### src/rtl/hazard_pkg.sv
`default_nettype none
// ============================================================================
// Module      : hazard_pkg
// Description : Shared definitions for the load-use hazard / ID-EX control
//               register slice: FSM state encoding, the decoded control
//               bundle layout and the default bubble value.
// Contents    : hz_state_t      - FSM state enum (IDLE, STALL)
//               ST_IDLE/ST_STALL - state constants used by the FSM
//               HZ_CTRL_W        - control bundle width of this core
//               HZ_*_BIT/_LSB    - bundle field positions
//               HZ_BUBBLE_VAL    - bundle value of a bubble (a NOP)
// Revision    : 1.0 - initial release
// ============================================================================
package hazard_pkg;

  typedef enum logic [0:0] {
    IDLE  = 1'b0,
    STALL = 1'b1
  } hz_state_t;

  localparam logic [0:0] ST_IDLE  = 1'b0;
  localparam logic [0:0] ST_STALL = 1'b1;

  // Control bundle: {memRead, memtoReg[1:0], ALUOp[2:0], memWrite, ALUSrc, regWrite}
  localparam int HZ_CTRL_W         = 9;
  localparam int HZ_MEM_READ_BIT   = 8;
  localparam int HZ_MEM_TO_REG_MSB = 7;
  localparam int HZ_MEM_TO_REG_LSB = 6;
  localparam int HZ_ALU_OP_MSB     = 5;
  localparam int HZ_ALU_OP_LSB     = 3;
  localparam int HZ_MEM_WRITE_BIT  = 2;
  localparam int HZ_ALU_SRC_BIT    = 1;
  localparam int HZ_REG_WRITE_BIT  = 0;

  // All-zero bundle: no memory access, no register write.
  localparam logic [HZ_CTRL_W-1:0] HZ_BUBBLE_VAL = '0;

endpackage : hazard_pkg
`default_nettype wire

### src/rtl/hazard_detect.sv
`default_nettype none
// ============================================================================
// Module      : hazard_detect
// Description : Combinational load-use detector. Flags when the instruction
//               in EX is a load to a non-zero register that the instruction
//               in ID actually reads.
// Ports       : id_valid    in  ID holds a real instruction
//               ex_mem_read in  memRead bit of the registered EX bundle
//               ex_rd       in  registered EX destination register
//               id_rs1/2    in  ID source registers
//               use_rs1/2   in  ID instruction reads rs1/rs2
//               det         out load-use hazard present
// Revision    : 1.0 - initial release
// ============================================================================
module hazard_detect #(
  parameter int REG_AW = 5
) (
  input  logic              id_valid,
  input  logic              ex_mem_read,
  input  logic [REG_AW-1:0] ex_rd,
  input  logic [REG_AW-1:0] id_rs1,
  input  logic [REG_AW-1:0] id_rs2,
  input  logic              use_rs1,
  input  logic              use_rs2,
  output logic              det
);

  logic w_rs1_hit;
  logic w_rs2_hit;
  logic w_rd_nonzero;

  assign w_rs1_hit    = use_rs1 && (id_rs1 == ex_rd);
  assign w_rs2_hit    = use_rs2 && (id_rs2 == ex_rd);
  // x0 is hard-wired zero, so a load into it can never feed a later reader.
  assign w_rd_nonzero = |ex_rd;

  assign det = id_valid && ex_mem_read && w_rd_nonzero && (w_rs1_hit || w_rs2_hit);

endmodule : hazard_detect
`default_nettype wire

### src/rtl/hazard_bubble_ctrl.sv
`default_nettype none
// ============================================================================
// Module      : hazard_bubble_ctrl
// Description : Load-use hazard unit plus ID/EX control-bundle register.
//               Holds PC and IF/ID for LOAD_LAT cycles per load-use hazard
//               while bubbles are loaded into ID/EX; handles branch flush,
//               global freeze and a saturating stall-cycle counter.
// Ports       : clk_i        in  clock, rising edge
//               rst_i        in  asynchronous active-low reset
//               id_valid_i   in  ID holds a real instruction
//               id_ctrl_i    in  decoded control bundle of ID instruction
//               id_rd_i      in  ID destination register
//               id_rs1_i     in  ID source 1
//               id_rs2_i     in  ID source 2
//               id_use_rs1_i in  ID reads rs1
//               id_use_rs2_i in  ID reads rs2
//               flush_i      in  taken branch/jump: kill ID instruction
//               freeze_i     in  global hold
//               ex_ctrl_o    out registered ID/EX control bundle
//               ex_rd_o      out registered ID/EX destination
//               pc_write_o   out PC update enable
//               ifid_write_o out IF/ID register enable
//               bubble_o     out bubble injected this cycle
//               stall_cnt_o  out saturating stall-cycle count
// Revision    : 1.0 - initial release
// ============================================================================
module hazard_bubble_ctrl
  import hazard_pkg::*;
#(
  parameter int                CTRL_W       = HZ_CTRL_W,
  parameter int                REG_AW       = 5,
  parameter int                MEM_READ_BIT = HZ_MEM_READ_BIT,
  parameter logic [CTRL_W-1:0] BUBBLE_VAL   = CTRL_W'(HZ_BUBBLE_VAL),
  parameter int                LOAD_LAT     = 1,
  parameter int                CNT_W        = 16
) (
  input  logic              clk_i,
  input  logic              rst_i,
  input  logic              id_valid_i,
  input  logic [CTRL_W-1:0] id_ctrl_i,
  input  logic [REG_AW-1:0] id_rd_i,
  input  logic [REG_AW-1:0] id_rs1_i,
  input  logic [REG_AW-1:0] id_rs2_i,
  input  logic              id_use_rs1_i,
  input  logic              id_use_rs2_i,
  input  logic              flush_i,
  input  logic              freeze_i,
  output logic [CTRL_W-1:0] ex_ctrl_o,
  output logic [REG_AW-1:0] ex_rd_o,
  output logic              pc_write_o,
  output logic              ifid_write_o,
  output logic              bubble_o,
  output logic [CNT_W-1:0]  stall_cnt_o
);

  // The first stall cycle is spent in IDLE (detection cycle); STALL covers
  // the remaining LOAD_LAT-1 cycles.
  localparam logic [2:0]       c_rem_init = 3'(LOAD_LAT - 1);
  localparam logic             c_multi    = (LOAD_LAT > 1);
  localparam logic [CNT_W-1:0] c_cnt_max  = {CNT_W{1'b1}};

  logic [CTRL_W-1:0] r_ex_ctrl;
  logic [REG_AW-1:0] r_ex_rd;
  logic [0:0]        r_state;
  logic [2:0]        r_rem;
  logic [CNT_W-1:0]  r_stall_cnt;

  logic w_det;
  logic w_is_idle;
  logic w_stall;
  logic w_bubble;

  hazard_detect #(
    .REG_AW (REG_AW)
  ) u_detect (
    .id_valid    (id_valid_i),
    .ex_mem_read (r_ex_ctrl[MEM_READ_BIT]),
    .ex_rd       (r_ex_rd),
    .id_rs1      (id_rs1_i),
    .id_rs2      (id_rs2_i),
    .use_rs1     (id_use_rs1_i),
    .use_rs2     (id_use_rs2_i),
    .det         (w_det)
  );

  assign w_is_idle = (r_state == ST_IDLE);
  // Detection is ignored in STALL: EX already holds a bubble there.
  assign w_stall   = (w_det && w_is_idle) || (r_state == ST_STALL);
  assign w_bubble  = w_stall && !flush_i && !freeze_i;

  // Flush does not gate fetch: the fetch unit is busy redirecting the PC.
  assign pc_write_o   = !(w_stall || freeze_i);
  assign ifid_write_o = !(w_stall || freeze_i);
  assign bubble_o     = w_bubble;

  // ID/EX register and stall FSM.
  always_ff @(posedge clk_i or negedge rst_i) begin
    if (!rst_i) begin
      r_ex_ctrl <= BUBBLE_VAL;
      r_ex_rd   <= '0;
      r_state   <= ST_IDLE;
      r_rem     <= 3'd0;
    end else if (flush_i) begin
      // Kills the ID instruction and abandons any stall in progress.
      r_ex_ctrl <= BUBBLE_VAL;
      r_ex_rd   <= '0;
      r_state   <= ST_IDLE;
      r_rem     <= 3'd0;
    end else if (!freeze_i) begin
      if (w_stall) begin
        r_ex_ctrl <= BUBBLE_VAL;
        r_ex_rd   <= '0;
        if (r_state == ST_IDLE) begin
          if (c_multi) begin
            r_state <= ST_STALL;
            r_rem   <= c_rem_init;
          end
        end else if (r_rem == 3'd1) begin
          r_state <= ST_IDLE;
          r_rem   <= 3'd0;
        end else begin
          r_rem <= r_rem - 3'd1;
        end
      end else begin
        r_ex_ctrl <= id_valid_i ? id_ctrl_i : BUBBLE_VAL;
        r_ex_rd   <= id_valid_i ? id_rd_i : '0;
      end
    end
  end

  // Saturating stall counter; flush and freeze cycles inject no bubble.
  always_ff @(posedge clk_i or negedge rst_i) begin
    if (!rst_i) begin
      r_stall_cnt <= '0;
    end else if (w_bubble && (r_stall_cnt != c_cnt_max)) begin
      r_stall_cnt <= r_stall_cnt + 1'b1;
    end
  end

  assign ex_ctrl_o   = r_ex_ctrl;
  assign ex_rd_o     = r_ex_rd;
  assign stall_cnt_o = r_stall_cnt;

endmodule : hazard_bubble_ctrl
`default_nettype wire
### config.mk
export PLATFORM = sky130hd
export DESIGN_NAME = hazard_bubble_ctrl
export DESIGN_NICKNAME = d
export VERILOG_FILES = /design/src/rtl/hazard_pkg.sv /design/src/rtl/hazard_detect.sv /design/src/rtl/hazard_bubble_ctrl.sv
export SDC_FILE = /design/constraint.sdc
export NUM_CORES = 1
export LEC_CHECK = 0
export BUFFER_PORTS_ARGS = -buffer_cell sky130_fd_sc_hd__buf_4
export CAP_MARGIN = 5
export CORE_MARGIN = 4
export CORE_UTILIZATION = 50
export CTS_BUF_LIST = sky130_fd_sc_hd__clkbuf_2 sky130_fd_sc_hd__clkbuf_4 sky130_fd_sc_hd__clkbuf_8
export CTS_CLUSTER_SIZE = 10
export DETAILED_ROUTE_END_ITERATION = 10
export GPL_TIMING_DRIVEN = 0
export MAX_ROUTING_LAYER = met4
export PLACE_DENSITY = 0.92
export SLEW_MARGIN = 20
export SYNTH_ARGS = -nofsm -noshare
export SYNTH_HDL_FRONTEND = slang
export SYNTH_SLANG_ARGS = --single-unit
export TNS_END_PERCENT = 20
### constraint.sdc
create_clock -name clk_i -period 2.9 [get_ports clk_i]
set_clock_uncertainty 0.1 [all_clocks]
set_input_delay 0.145 -clock clk_i [delete_from_list [all_inputs] [get_ports clk_i]]
set_output_delay 0.145 -clock clk_i [all_outputs]
set_load 0.01 [all_outputs]
==> flow_summary.json <==
{
  "synthFlopType": "sky130_fd_sc_hd__dfrtp_1",
  "first_pass_iters": 4,
  "grt_remaining_overflow": 0,
  "number_of_fill_cells": 193,
  "routed_wirelength_um": 4490,
  "drt-wirelength-per-cell_um": 15.7,
  "post_synth_num_cell_types": 35,
  "critical_path.n_buffers_inverters": 2,
  "first_pass_grt_wire_length_um": 7200,
  "ctsHoldBuffers": 16,
  "yosys.area_share.xor_xnor_pct": 12.0,
  "synth_adder_area_share_pct": 2.23,
  "drive_above_1_share_pct": 35.1,
  "core_region_area_mm2": 0.00313,
  "detail-route-antenna-nets": 0,
  "power_per_cell_area_mw_per_mm2": 389,
  "dieArea_mm2": 0.00436,
  "detail_route.drc_violations": 0,
  "synthesis.area_per_instance_um2": 10.8,
  "clk_pin_slew_worst_paths_ps": 110,
  "detailed_place_hpwl_um": 3170,
  "floorplan.die.height_um": 66.0,
  "die_width_um": 66.0,
  "detailedRoute.firstIterationViolations": 58,
  "synth_top_cells_by_area": "sky130_fd_sc_hd__dfrtp_1 51%, sky130_fd_sc_hd__xnor2_1 6.2%, sky130_fd_sc_hd__xor2_1 5.7%, sky130_fd_sc_hd__a22o_1 4.7%, sky130_fd_sc_hd__nor2_1 3.3%",
  "grt_start_max_net_pins": 35,
  "worst_path_largest_cell_delay_ps": 460,
  "hold_path_class": "input pin to flip-flop",
  "post-synth-top-count-cell": "sky130_fd_sc_hd__dfrtp_1",
  "synthDominantCellAreaShare_pct": 50.6,
  "global_route.usage.total_pct": 22.3,
  "area_occupied_by_multi_input_gates_um2": 752,
  "syn2layout_area_growth_pct": 45.5,
  "max_slew_margin_pct": 64.9,
  "report.final.setup_viol": 0,
  "worst-endpoint-required_ps": 2650,
  "tightestPinTransition_ps": 526,
  "clk_latency_ps": 340,
  "clock_path_buffers": 2,
  "yosys.area_share.simple_pct": 16.2,
  "via_count_of_the_first_global_routing_pass": 1505,
  "gp_congestion": 0.787,
  "clk_root_buffer_cell": "sky130_fd_sc_hd__clkbuf_4",
  "vdd_drop_max_uv": 369,
  "fin_crit_ps": 2480,
  "tritoncts_num_sinks": 34,
  "max_cap_viol_count": 0,
  "p_leak_nw": 1.24,
  "vias": 1512,
  "largest_family_of_logic_cells_by_synthesized_area": "simple AND/OR/NAND/NOR gates",
  "rows": 20,
  "cpMostUsedCell": "sky130_fd_sc_hd__buf_4",
  "tritoncts.num_buffers": 5,
  "initial_antenna_violation_count": 0,
  "synth_area_leader_cell": "sky130_fd_sc_hd__dfrtp_1",
  "synth.ff_latch_count": 34,
  "cts.repair_timing.setup_buffer_count": 0,
  "worst_ep_arrival_time_ps": 2240,
  "ordered_list_of_cells_on_the_worst_path": "or3_1 -> o311a_1 -> a21oi_2 -> nor2b_1 -> buf_4 -> buf_4",
  "layout_worst_path_cycle_share_pct": 85.6,
  "viasPerCell": 5.29,
  "initial_core_util_pct": 53.8,
  "final.setup.tns_ps": 0,
  "synth-warning-count": 0,
  "nNetsFinal": 275,
  "worst-setup-path-type": "flip-flop to output port",
  "cp_slowest_cell": "sky130_fd_sc_hd__dfrtp_1",
  "async_flop_share_pct": 100,
  "syn_inst": 155,
  "synth-seq-area-share_pct": 50.6,
  "layout.area.seq_um2": 851,
  "cts_max_level": 2,
  "critical_path.max_fanout": 5,
  "numPortBuffers": 63,
  "timing.fmax_mhz": 403,
  "hold_fails_final_rpt": 0,
  "synthTopCellsByCount": "34 x sky130_fd_sc_hd__dfrtp_1, 15 x sky130_fd_sc_hd__nor2_1, 12 x sky130_fd_sc_hd__xnor2_1, 11 x sky130_fd_sc_hd__xor2_1",
  "synthMuxAreaShare_pct": 1.93,
  "ioPinCount": 64,
  "critPathCaptureType": "output port",
  "setup.worst_path.start_class": "flip-flop",
  "run_status": "finished clean",
  "post_synth_instance_area_mm2": 0.00168,
  "cts-resized-gates": 0,
  "timing_max_transition_violations_final": 0,
  "cts_tree": "yes",
  "synth_compound_area_share_pct": 12.4,
  "rsz0062_at_grt": "false",
  "hold_ws_ps": 31.8,
  "antenna-diode-count": 0,
  "synth_edf_count": 0,
  "path_delay_family": "simple AND/OR/NAND/NOR gates",
  "syn-num-nets": 189
}
## worst paths after layout
path | from | to | slack (ps) | depth (start not counted)
max | ex_rd_o[0] | pc_write_o | 420 | 6
min | freeze_i | r_state | 30 | 3
max reg2reg | ex_rd_o[0] | stall_cnt_o[1] | 600 | 6
min reg2reg | stall_cnt_o[11] | stall_cnt_o[11] | 390 | 1
max in group asynchronous | rst_i | stall_cnt_o[9] | 2200 | 2
min in group asynchronous | rst_i | ex_rd_o[4] | 180 | 2
## metrics by stage
stage	total power, mW	cells	util [%]	setup WS [ps]	area, um^2
after floorplan	0.536	155	-	734	1680
after global placement	0.599	262	70.6	641	2210
after detailed placement	0.602	262	70.6	631	2210
after CTS	0.956	286	78.2	429	2450
after global routing	0.984	286	78.2	304	2450
final	0.952	286	78.2	417	2450
## placed cells by master (no fill, tap or decap), types with 2 or more instances in the layout
master / instances
sky130_fd_sc_hd__dfrtp_1: 34
sky130_fd_sc_hd__nor4_1: 4
sky130_fd_sc_hd__nor3_1: 5
sky130_fd_sc_hd__a21oi_1: 3
sky130_fd_sc_hd__nand3_1: 7
sky130_fd_sc_hd__nor2b_1: 2
sky130_fd_sc_hd__ha_1: 3
sky130_fd_sc_hd__dlygate4sd3_1: 16
sky130_fd_sc_hd__buf_4: 65
sky130_fd_sc_hd__clkbuf_4: 5
sky130_fd_sc_hd__nor2_1: 15
sky130_fd_sc_hd__nand2_1: 9
sky130_fd_sc_hd__xnor2_1: 12
sky130_fd_sc_hd__clkinv_2: 2
sky130_fd_sc_hd__and3_1: 5
sky130_fd_sc_hd__a22o_2: 5
sky130_fd_sc_hd__xor2_1: 11
sky130_fd_sc_hd__a22o_1: 9
sky130_fd_sc_hd__nand4_1: 4
sky130_fd_sc_hd__buf_6: 2
sky130_fd_sc_hd__inv_1: 6
## layout make-up
cell class,instances,area share [%]
Timing Repair Buffer,79,25.9
Clock buffer,5,1.53
Multi-Input combinational cell,109,30.7
Sequential cell,34,34.8
Clock inverter,3,1.64
Inverter,6,0.920
Tap cell,44,2.25
Buffer,6,2.30
## metal layers
metal | part of all wire (%) | global-route usage [%] | vias to the layer above
met5 | 0 | - | -
met3 | 5.5 | 5.27 | 9
met1 | 40 | 25.4 | 728
li1 | - | - | 725
met4 | 1.7 | 5.58 | 0
met2 | 53 | 39.7 | 50
## state kept, by name, indices dropped and copies added, names as in the netlist
| register | flops |
|---|---|
| ex_ctrl_o | 9 |
| r_rem | 3 |
| stall_cnt_o | 16 |
| r_state | 1 |
| ex_rd_o | 5 |
## worst register-to-register path, delay by kind of cell, from the launching register on
family	cells	cell delay [ps]
compound gates	2	620
simple gates	2	530
flops	1	460
mux	1	320
buf+inv	1	160
## logic make-up after synthesis
group,after synthesis
xor+xnor,23
compound gates,25
flops,34
fa+ha+maj,3
buf+inv,12
mux,3
simple gates,55
## report_power, final
part           switching (mW)  leakage, nW  internal (mW)
clock                   0.161       0.0450          0.179
sequential            0.00872        0.460          0.482
combinational          0.0480        0.739         0.0733
total                   0.218         1.24          0.734
Power figures use the tool's default switching activity.
